### config.mk
export PLATFORM = sky130hd
export DESIGN_NAME = debug_report_sequencer
export DESIGN_NICKNAME = d
export VERILOG_FILES = /design/src/rtl/debug_report_sequencer.sv
export SDC_FILE = /design/constraint.sdc
export NUM_CORES = 1
export LEC_CHECK = 0
export CELL_PAD_IN_SITES_DETAIL_PLACEMENT = 0
export CELL_PAD_IN_SITES_GLOBAL_PLACEMENT = 1
export CORE_MARGIN = 3
export CORE_UTILIZATION = 41
export DETAILED_ROUTE_END_ITERATION = 10
export PLACE_DENSITY = 0.91
export SYNTH_ARGS = -nofsm -noshare
export SYNTH_HDL_FRONTEND = slang
export SYNTH_SLANG_ARGS = --single-unit
### constraint.sdc
create_clock -name i_clock -period 6.3 [get_ports i_clock]
set_clock_uncertainty 0.05 [all_clocks]
set_input_delay 0.945 -clock i_clock [delete_from_list [all_inputs] [get_ports i_clock]]
set_output_delay 0.945 -clock i_clock [all_outputs]
set_load 0.02 [all_outputs]
### src/rtl/debug_report_sequencer.sv
// Debug-unit report sequencer: snapshots PC/cycles/DMEM and serialises a report frame through the UART TX handshake.
// Optional build macro DU_CHECKSUM_EN appends an XOR checksum byte of the payload after DMEM.
module debug_report_sequencer #(
    parameter int unsigned NB_DATA = 32,
    parameter int unsigned NB_BYTE = 8,
    parameter int unsigned N_REGS  = 32,
    parameter int unsigned NB_ADDR = 5,
    parameter logic [NB_BYTE-1:0] HEADER = NB_BYTE'(8'hA5)
) (
    input  logic               i_clock,
    input  logic               i_reset,
    input  logic               i_start,
    input  logic [NB_DATA-1:0] i_pc,
    input  logic [NB_DATA-1:0] i_cycles,
    input  logic [NB_DATA-1:0] i_data_memory,
    output logic [NB_ADDR-1:0] o_reg_addr,
    input  logic [NB_DATA-1:0] i_reg_data,
    output logic [NB_BYTE-1:0] o_tx_data,
    output logic               o_tx_start,
    input  logic               i_tx_done,
    output logic               o_busy,
    output logic               o_done
);

    localparam int unsigned NB_PER_WORD = NB_DATA / NB_BYTE;
    localparam int unsigned NB_CNT      = $clog2(NB_PER_WORD + 1);
    localparam int unsigned W_REG_FIRST = 2;
    localparam int unsigned W_REG_LAST  = N_REGS + 1;
    localparam int unsigned W_DMEM      = N_REGS + 2;
`ifdef DU_CHECKSUM_EN
    localparam int unsigned W_CSUM      = N_REGS + 3;
    localparam int unsigned W_LAST      = W_CSUM;
`else
    localparam int unsigned W_LAST      = W_DMEM;
`endif
    localparam int unsigned NB_W        = $clog2(W_LAST + 1);

    typedef enum logic [2:0] {
        ST_IDLE,
        ST_HEADER,
        ST_LOAD,
        ST_LATCH,
        ST_SEND,
        ST_WAIT,
        ST_DONE
    } state_t;

    state_t               state_q, state_d;
    logic [NB_DATA-1:0]   shift_q, shift_d;
    logic [NB_CNT-1:0]    bytes_left_q, bytes_left_d;
    logic [NB_W-1:0]      w_q, w_d;
    logic                 in_hdr_q, in_hdr_d;
    logic [NB_DATA-1:0]   pc_q, pc_d;
    logic [NB_DATA-1:0]   cycles_q, cycles_d;
    logic [NB_DATA-1:0]   dmem_q, dmem_d;
    logic [NB_ADDR-1:0]   reg_addr_q, reg_addr_d;
    logic [NB_BYTE-1:0]   tx_data_q, tx_data_d;
    logic                 tx_start_q, tx_start_d;
    logic                 busy_q, busy_d;
    logic                 done_q, done_d;
`ifdef DU_CHECKSUM_EN
    logic [NB_BYTE-1:0]   csum_q, csum_d;
`endif

    // State and datapath registers
    always_ff @(posedge i_clock or posedge i_reset) begin
        if (i_reset) begin
            state_q      <= ST_IDLE;
            shift_q      <= '0;
            bytes_left_q <= '0;
            w_q          <= '0;
            in_hdr_q     <= 1'b0;
            pc_q         <= '0;
            cycles_q     <= '0;
            dmem_q       <= '0;
            reg_addr_q   <= '0;
            tx_data_q    <= '0;
            tx_start_q   <= 1'b0;
            busy_q       <= 1'b0;
            done_q       <= 1'b0;
`ifdef DU_CHECKSUM_EN
            csum_q       <= '0;
`endif
        end else begin
            state_q      <= state_d;
            shift_q      <= shift_d;
            bytes_left_q <= bytes_left_d;
            w_q          <= w_d;
            in_hdr_q     <= in_hdr_d;
            pc_q         <= pc_d;
            cycles_q     <= cycles_d;
            dmem_q       <= dmem_d;
            reg_addr_q   <= reg_addr_d;
            tx_data_q    <= tx_data_d;
            tx_start_q   <= tx_start_d;
            busy_q       <= busy_d;
            done_q       <= done_d;
`ifdef DU_CHECKSUM_EN
            csum_q       <= csum_d;
`endif
        end
    end

    // Next-state and registered-output logic
    always_comb begin
        state_d      = state_q;
        shift_d      = shift_q;
        bytes_left_d = bytes_left_q;
        w_d          = w_q;
        in_hdr_d     = in_hdr_q;
        pc_d         = pc_q;
        cycles_d     = cycles_q;
        dmem_d       = dmem_q;
        reg_addr_d   = reg_addr_q;
        tx_data_d    = tx_data_q;
        tx_start_d   = 1'b0;
        done_d       = 1'b0;
`ifdef DU_CHECKSUM_EN
        csum_d       = csum_q;
`endif

        unique case (state_q)
            ST_IDLE: begin
                if (i_start) begin
                    pc_d     = i_pc;
                    cycles_d = i_cycles;
                    dmem_d   = i_data_memory;
                    w_d      = '0;
                    in_hdr_d = 1'b1;
`ifdef DU_CHECKSUM_EN
                    csum_d   = '0;
`endif
                    state_d  = ST_HEADER;
                end
            end

            ST_HEADER: begin
                shift_d      = {HEADER, {(NB_DATA - NB_BYTE){1'b0}}};
                bytes_left_d = NB_CNT'(1);
                state_d      = ST_SEND;
            end

            ST_LOAD: begin
                if (w_q >= NB_W'(W_REG_FIRST) && w_q <= NB_W'(W_REG_LAST)) begin
                    reg_addr_d = NB_ADDR'(w_q - NB_W'(W_REG_FIRST));
                end
                state_d = ST_LATCH;
            end

            ST_LATCH: begin
                bytes_left_d = NB_CNT'(NB_PER_WORD);
                if (w_q == NB_W'(0)) begin
                    shift_d = pc_q;
                end else if (w_q == NB_W'(1)) begin
                    shift_d = cycles_q;
                end else if (w_q == NB_W'(W_DMEM)) begin
                    shift_d = dmem_q;
`ifdef DU_CHECKSUM_EN
                end else if (w_q == NB_W'(W_CSUM)) begin
                    shift_d      = {csum_q, {(NB_DATA - NB_BYTE){1'b0}}};
                    bytes_left_d = NB_CNT'(1);
`endif
                end else begin
                    shift_d = i_reg_data;
                end
                state_d = ST_SEND;
            end

            ST_SEND: begin
                tx_data_d  = shift_q[NB_DATA-1 -: NB_BYTE];
                tx_start_d = 1'b1;
`ifdef DU_CHECKSUM_EN
                // Header and the checksum byte itself stay out of the sum
                if (!in_hdr_q && w_q != NB_W'(W_CSUM)) begin
                    csum_d = csum_q ^ shift_q[NB_DATA-1 -: NB_BYTE];
                end
`endif
                state_d = ST_WAIT;
            end

            ST_WAIT: begin
                if (i_tx_done) begin
                    shift_d      = shift_q << NB_BYTE;
                    bytes_left_d = bytes_left_q - NB_CNT'(1);
                    if (bytes_left_q > NB_CNT'(1)) begin
                        state_d = ST_SEND;
                    end else if (in_hdr_q) begin
                        // Header done: word index stays at 0 (PC)
                        in_hdr_d = 1'b0;
                        state_d  = ST_LOAD;
                    end else if (w_q == NB_W'(W_LAST)) begin
                        done_d  = 1'b1;
                        state_d = ST_DONE;
                    end else begin
                        w_d     = w_q + NB_W'(1);
                        state_d = ST_LOAD;
                    end
                end
            end

            ST_DONE: begin
                state_d = ST_IDLE;
            end

            default: begin
                state_d = ST_IDLE;
            end
        endcase

        busy_d = (state_d != ST_IDLE) && (state_d != ST_DONE);
    end

    assign o_reg_addr = reg_addr_q;
    assign o_tx_data  = tx_data_q;
    assign o_tx_start = tx_start_q;
    assign o_busy     = busy_q;
    assign o_done     = done_q;

endmodule

==> results by group, run 1 <==
CTS
  • Clk slew on worst S/H paths: approximately 0.060 ns
  • H-tree level count: 4
  • Root Buffer: clkbuf_16
  • Post_cts resized: 0
  • Clock Tree Buf Depth: 2
  • Clock latency on the worst-skew pair: 0.44 ns
  • Postcts setup bufs: 0
  • Clock Sinks: 157
  • Cts hold-fix bufs: 0
  • CTS tree: built
  • CTS Buf Count: 17

Routing
  • Via/cell ratio: 5.742
  • Final antenna-violating net count: 0
  • WL/cell: 19.88 um
  • DR vias: 5,840
  • Drc violations: 0
  • TritonRoute pass-1 iters: 5
  • Post-Route WL: 20,220 um
  • First DRT Iteration DRCs: 472

Finish
  • Final Instance Count excl. Fillers: between 1,000 and 1,500
  • ANT cells: 0
  • Area growth, synth to finish: 28.01%
  • Ratio of cells with drive above 1 in the final layout: 21.07%
  • Final nets: 916
  • Fill cells: 1,550
  • Fin util: 54.20%

Floorplanning
  • Starting utilization of the core area: 42.33%
  • Die width: 143.1 um
  • Core Area: approximately 0.018 mm^2
  • Row cnt: between 40 and 50
  • Die area: 0.02048 mm^2
  • I/O Pins: around 150
  • Die height: 143.1 um

Setup path
  • R2r startpoint: state_q[2]$_DFF_PP0_
  • Worst reg2reg setup slack: 2.85 ns
  • Setup Crit Path Kind: flop to flop
  • CP Launch Type: flop
  • Reg-to-reg endpoint: shift_q[29]$_DFFE_PP0P_
  • Number of cells on the worst reg-to-reg path: 4
  • WP data required: 6.60 ns
  • Worst EP arrival: 3.75 ns
  • Crit. End Element: flop
  • Crit Path Max Fanout: 34

Synthesis
  • Seq/Total Area, Yosys: 50.97%
  • Most frequent cell after synthesis: dfrtp_1
  • Area leader, netlist: dfrtp_1
  • Post-synth EDFFs: 0
  • Synthesis Warnings: 0
  • Asr flop ratio synth: 100.0%
  • Synth top area cells: dfrtp_1 (51%), mux2_2 (16%), o21ai_0 (3.1%)
  • Ys flop type: dfrtp_1
  • Mapped Nets: 796
  • Post-synth cell types: 51
  • Cell Area, Synth: around 0.0077 mm^2
  • Avg Inst Size Synth: between 10 and 15 um^2
  • Post-synth top cells: dfrtp_1 (157), mux2_2 (109), o21ai_0 (48)
  • Seq cells post-synth: 157
  • Top-area cell type share of the netlist area: 50.97%
  • Cells after Synth: roughly 660

Min path
  • Hold Path End: dmem_q[29]$_DFFE_PP0P_
  • Hold depth: 1
  • Start point of the worst hold path: dmem_q[29]$_DFFE_PP0P_
  • Hold Path Class: flop to flop

Pwr
  • Worst vdd ir: between 0.2 and 0.25 mV
  • P_leak: 0.004100 uW
  • Pwr Density: about 460 mW/mm^2

STA
  • Final worst path period need: 3.448 ns
  • Fmax: 0.2900 GHz
  • Normalized max-slew margin: 21.70%
  • Hold Violations, Final: 0
  • Final Cycle Share: 54.73%
  • Setup TNS: 0 ns
  • Max-slew violation count: 0
  • Setup violations, final: 0
  • RSZ-0062 raised after global routing: false
  • Worst slew pin tran: 1.165 ns

Placed design
  • Port Buffers: 147
  • GP Congestion: roughly 0.89
  • Inst Count DP: 985
  • Final HPWL from detailed placement: 14,280 um

Global routing
  • Antenna violations before repair: 0
  • Largest net degree at the start of global routing: around 100
  • Gr ovfl total: 0
  • First-pass GRT wire length: 32,020 um
  • Vias in the first global route: approximately 5,900
  • Total global-route track usage: 20.21%

Status
  • Status: finished, final reports clean

Flow run
  • # Max-Cap Violations: 0
[routing by layer]
layer / global-route usage, % / share of wire, % / vias to the layer above
met5: 0 / 0 / -
met4: 6.303 / 1.9 / 0
met3: 4.521 / 5.4 / 31
met2: 32.15 / 48 / 218
met1: 27.72 / 44 / 2899
li1: - / - / 2692
[worst max-delay path by stage]
stage / depth (start not counted) / start / slack, ns / endpoint
finish: 4 / state_q[2]$_DFF_PP0_ / 2.85 / shift_q[29]$_DFFE_PP0P_
floorplan: 1 / i_reset / 1.07 / bytes_left_q[0]$_DFFE_PP0P_
global route: 4 / state_q[2]$_DFF_PP0_ / 2.55 / shift_q[2]$_DFFE_PP0P_
detailed placement: 5 / i_tx_done / 2.86 / shift_q[27]$_DFFE_PP0P_
CTS: 4 / state_q[2]$_DFF_PP0_ / 2.93 / shift_q[29]$_DFFE_PP0P_
global placement: 5 / i_tx_done / 2.91 / shift_q[27]$_DFFE_PP0P_
[metrics by stage]
stage / setup WS, ns / hold slack [ns] / power (uW) / instance area, um^2
after floorplan: 1.070 / 0.4190 / 2975 / 7709
after global placement: 2.908 / 0.4320 / 3433 / 9259
after detailed placement: 2.862 / 0.4383 / 3500 / 9259
after CTS: 2.934 / 0.4520 / 4565 / 9868
after global routing: 2.553 / 0.4613 / 4833 / 9868
final: 2.852 / 0.4498 / 4549 / 9868
[critical path, stage by stage, from the launching register on]
cell      delay [ns]
dfrtp_1         0.75
nand3b_1        0.93
a21oi_1         1.17
o21ai_0         0.23
o22ai_1         0.23
[final cells by class]
| cell class | instances | area (um^2) | area share, % |
|---|---|---|---|
| Clock buffer | 20 | 446.7 | 4.526 |
| Clock inverter | 12 | 162.7 | 1.648 |
| Inverter | 14 | 57.56 | 0.5832 |
| Multi-Input combinational cell | 431 | 3462 | 35.08 |
| Sequential cell | 157 | 3929 | 39.81 |
| Tap cell | 229 | 286.5 | 2.904 |
| Timing Repair Buffer | 154 | 1524 | 15.44 |
[flip-flops by register name, indices dropped and copies added, names as in the netlist, 5 cells and up]
| name | cells |
|---|---|
| w_q | 6 |
| o_tx_data | 8 |
| pc_q | 32 |
| cycles_q | 32 |
| dmem_q | 32 |
| shift_q | 32 |
| o_reg_addr | 5 |
[placed cells by master (no fill, tap or decap), types with 4 or more instances in the layout]
master / Yosys / routed
clkinvlp_4: 0 / 5
nor3_1: 24 / 24
inv_1: 14 / 13
nor4b_2: 11 / 11
buf_4: 8 / 7
nand2_1: 8 / 8
a211oi_1: 32 / 32
nor4b_1: 7 / 7
a21oi_1: 27 / 26
nand4_1: 8 / 8
dfrtp_1: 157 / 157
mux2i_1: 19 / 19
clkdlybuf4s50_1: 0 / 147
o31ai_1: 5 / 5
o22ai_1: 5 / 5
nor2_1: 31 / 31
and3_1: 19 / 18
o311a_1: 18 / 18
ha_1: 9 / 9
clkbuf_16: 0 / 17
mux2_2: 109 / 109
nand2b_1: 4 / 4
a22oi_1: 9 / 9
o21ai_0: 48 / 48
[power breakdown]
group | leakage, uW | internal, uW | switching [uW]
clock network | 0.000279 | 636 | 418
registers | 0.00191 | 1480 | 353
logic | 0.00191 | 821 | 837
[kinds of logic (layout without fill, tap and decap cells)]
kind of cell | after synthesis | count (layout) | share of synthesized area [%]
xor gates and xnor gates | 3 | 3 | 0.3409
DFF | 157 | 157 | 50.97
muxes | 128 | 128 | 18.39
AOI/OAI and AO/OA | 157 | 157 | 13.47
buffers and inverters | 67 | 200 | 4.236
adders and majority gates | 9 | 9 | 1.461
and+or+nand+nor | 134 | 134 | 11.13
No activity file was read; power rests on OpenSTA's default activity.
==> run 2, diff against run 1 <==
==> constraint.sdc (replaced) <==
create_clock -name i_clock -period 3.3 [get_ports i_clock]
set_clock_uncertainty 0.05 [all_clocks]
set_input_delay 0.495 -clock i_clock [delete_from_list [all_inputs] [get_ports i_clock]]
set_output_delay 0.495 -clock i_clock [all_outputs]
set_load 0.02 [all_outputs]
==> run 2 against run 1 <==
Power up 92%. Sequential share of layout area is 0.49 points lower. Clock-buffer cell count shrank 3. Final cell count up 1.1%. Via count grew 1.6%. Non-clock buffer count increased by 11. Register-to-register slack worse by 2.3 ns. Fmax grew 28%. Design area grew 1.3%. Critical path depth rose by 2. Critical endpoint is now shift_q[7]$_DFFE_PP0P_.
==> results by group, run 2 (synthesis results as in run 1) <==
Setup path
  • Crit Path Max Fanout: 26 (was 34)
  • R2r startpoint: w_q[1]$_DFFE_PP0P_ (was state_q[2]$_DFF_PP0_)
  • Critical Path Most Common Cell: o21ai_0
  • WP data required: 3.59 ns (was 6.60 ns)
  • Setup Crit Path Kind: flop to flop (unchanged)
  • Slowest CP cell: a21oi_1 (unchanged)
  • Worst reg2reg setup slack: 0.60 ns (was 2.85 ns)
  • Number of cells on the worst reg-to-reg path: 6 (was 4)
  • Delay-heaviest family, CP: compound AO/OA/AOI/OAI gates (unchanged)
  • Crit path from: w_q[1]$_DFFE_PP0P_ (was state_q[2]$_DFF_PP0_)
  • Crit. End Element: flop (unchanged)
  • Buffers & Inverters on Critical Path: 2 (was 0)
  • Worst EP arrival: 2.99 ns (was 3.75 ns)
  • CP Launch Type: flop (unchanged)
  • Critical Path Max Stage Delay: 0.85 ns (was 1.17 ns)
  • Reg-to-reg endpoint: shift_q[7]$_DFFE_PP0P_ (was shift_q[29]$_DFFE_PP0P_)
  • CP Cell Sequence: inv_1 > ha_1 > buf_4 > a21oi_1 > o21ai_0 > o21ai_0 (was nand3b_1 > a21oi_1 > o21ai_0 > o22ai_1)

Routing
  • Post-Route WL: 21,470 um (was 20,220 um)
  • DR vias: 5,932 (was 5,840)
  • TritonRoute pass-1 iters: 5 (unchanged)
  • WL/cell: 20.88 um (was 19.88 um)
  • Via/cell ratio: 5.770 (was 5.742)
  • Final antenna-violating net count: 0 (unchanged)
  • First DRT Iteration DRCs: 550 (was 472)
  • Drc violations: 0 (unchanged)

Global routing
  • Gr ovfl total: 0 (unchanged)
  • Vias in the first global route: 6,061 (was 5,901)
  • Total global-route track usage: 21.16% (was 20.21%)
  • First-pass GRT wire length: 33,500 um (was 32,020 um)
  • Largest net degree at the start of global routing: 57 (was 103)
  • Antenna violations before repair: 0 (unchanged)

Flow run
  • # Max-Cap Violations: 0 (unchanged)

CTS
  • Postcts setup bufs: 0 (unchanged)
  • CTS Buf Count: 17 (unchanged)
  • Post_cts resized: 0 (unchanged)
  • CTS tree: built (unchanged)
  • H-tree level count: 4 (unchanged)
  • Clk slew on worst S/H paths: 0.07 ns (was 0.06 ns)
  • Clock Tree Buf Depth: 2 (unchanged)
  • Clock Sinks: 157 (unchanged)
  • Cts hold-fix bufs: 0 (unchanged)
  • Root Buffer: clkbuf_16 (unchanged)
  • Clock latency on the worst-skew pair: 0.44 ns (about the same)

Finish
  • Area growth, synth to finish: 29.62% (was 28.01%)
  • Most common cell after layout, fill and taps aside: dfrtp_1 (unchanged)
  • Final nets: 927 (was 916)
  • Fin util: 54.88% (was 54.20%)
  • Fill cells: 1,553 (was 1,550)
  • Commonest cells after routing, fill and taps aside: dfrtp_1 (157), clkdlybuf4s50_1 (147), mux2_2 (109), o21ai_0 (48), a211oi_1 (32) (unchanged)
  • Ratio of cells with drive above 1 in the final layout: 22.40% (was 21.07%)
  • ANT cells: 0 (unchanged)

Min path
  • Start point of the worst hold path: dmem_q[1]$_DFFE_PP0P_ (was dmem_q[29]$_DFFE_PP0P_)
  • Hold Path End: dmem_q[1]$_DFFE_PP0P_ (was dmem_q[29]$_DFFE_PP0P_)
  • Hold Path Class: flop to flop (unchanged)
  • Hold depth: 1 (unchanged)

STA
  • Fmax: 0.3699 GHz (was 0.2900 GHz)
  • Final worst path period need: 2.704 ns (was 3.448 ns)
  • Normalized max-slew margin: 29.20% (was 21.70%)
  • Hold Violations, Final: 0 (unchanged)
  • RSZ-0062 raised after global routing: false (unchanged)
  • Worst slew pin tran: 1.062 ns (was 1.165 ns)
  • Max-slew violation count: 0 (unchanged)
  • Final Cycle Share: 81.93% (was 54.73%)
  • Setup TNS: 0 ns (unchanged)
  • Setup violations, final: 0 (unchanged)

Pwr
  • P_leak: 0.004174 uW (was 0.004100 uW)
  • Worst vdd ir: 0.4468 mV (was 0.2300 mV)
  • Pwr Density: 874.2 mW/mm^2 (was 460.9 mW/mm^2)

Placed design
  • Port Buffers: 147 (unchanged)
  • GP Congestion: 0.8991 (was 0.8873)
  • Final HPWL from detailed placement: 15,070 um (was 14,280 um)

Floorplanning
  • Row cnt: 49 (unchanged)
  • Core Area: 0.01821 mm^2 (unchanged)
  • Die area: 0.02048 mm^2 (unchanged)
  • Starting utilization of the core area: 42.33% (unchanged)
  • Die width: 143.1 um (unchanged)
  • I/O Pins: 148 (unchanged)
  • Die height: 143.1 um (unchanged)

Status
  • Status: finished, final reports clean (unchanged)
[run 2: how the worst max path moves through the flow]
stage	endpoint	slack, ns	depth (start not counted)
floorplan	bytes_left_q[0]$_DFFE_PP0P_	0.77	1
finish	shift_q[7]$_DFFE_PP0P_	0.60	6
global route	shift_q[7]$_DFFE_PP0P_	0.46	7
CTS	shift_q[7]$_DFFE_PP0P_	0.67	6
global placement	shift_q[27]$_DFFE_PP0P_	0.68	5
detailed placement	shift_q[20]$_DFFE_PP0P_	0.75	7
[run 2: layer usage]
layer  vias to the layer above  share of wire (%)  global-route usage (%)
met1                      2946                 44                   29.18
met3                        37                6.6                   4.421
met5                         -                  0                       0
li1                       2715                  -                       -
met2                       234                 47                   33.01
met4                         0                2.6                   7.854
[run 2: final cells by class]
type | count | area [um^2] | share of cell area [%]
clock buffer | 17 | 425.4 | 4.257
clock inverter | 15 | 151.4 | 1.515
inverter | 14 | 56.30 | 0.5635
multi-input combinational | 431 | 3462 | 34.65
sequential | 157 | 3929 | 39.32
tap | 229 | 286.5 | 2.868
timing repair buffer | 165 | 1682 | 16.83
[run 2: per-stage QoR]
stage	setup WS, ns	area, um^2	power [uW]	hold WS (ns)	instances
4_1_cts	0.6706	9992	8744	0.4536	1028
2_1_floorplan	0.7681	7712	5680	0.4190	655
5_1_grt	0.4645	9992	9244	0.4831	1028
3_3_place_gp	0.6849	9415	6690	0.4350	996
3_5_place_dp	0.7491	9415	6792	0.4380	996
6_report	0.5964	9992	8735	0.4523	1028
[run 2: report_power, final]
| group | internal, uW | switching (uW) |
|---|---|---|
| clock network | 1060 | 861 |
| logic | 1630 | 1680 |
| registers | 2840 | 671 |
| total | 5520 | 3210 |
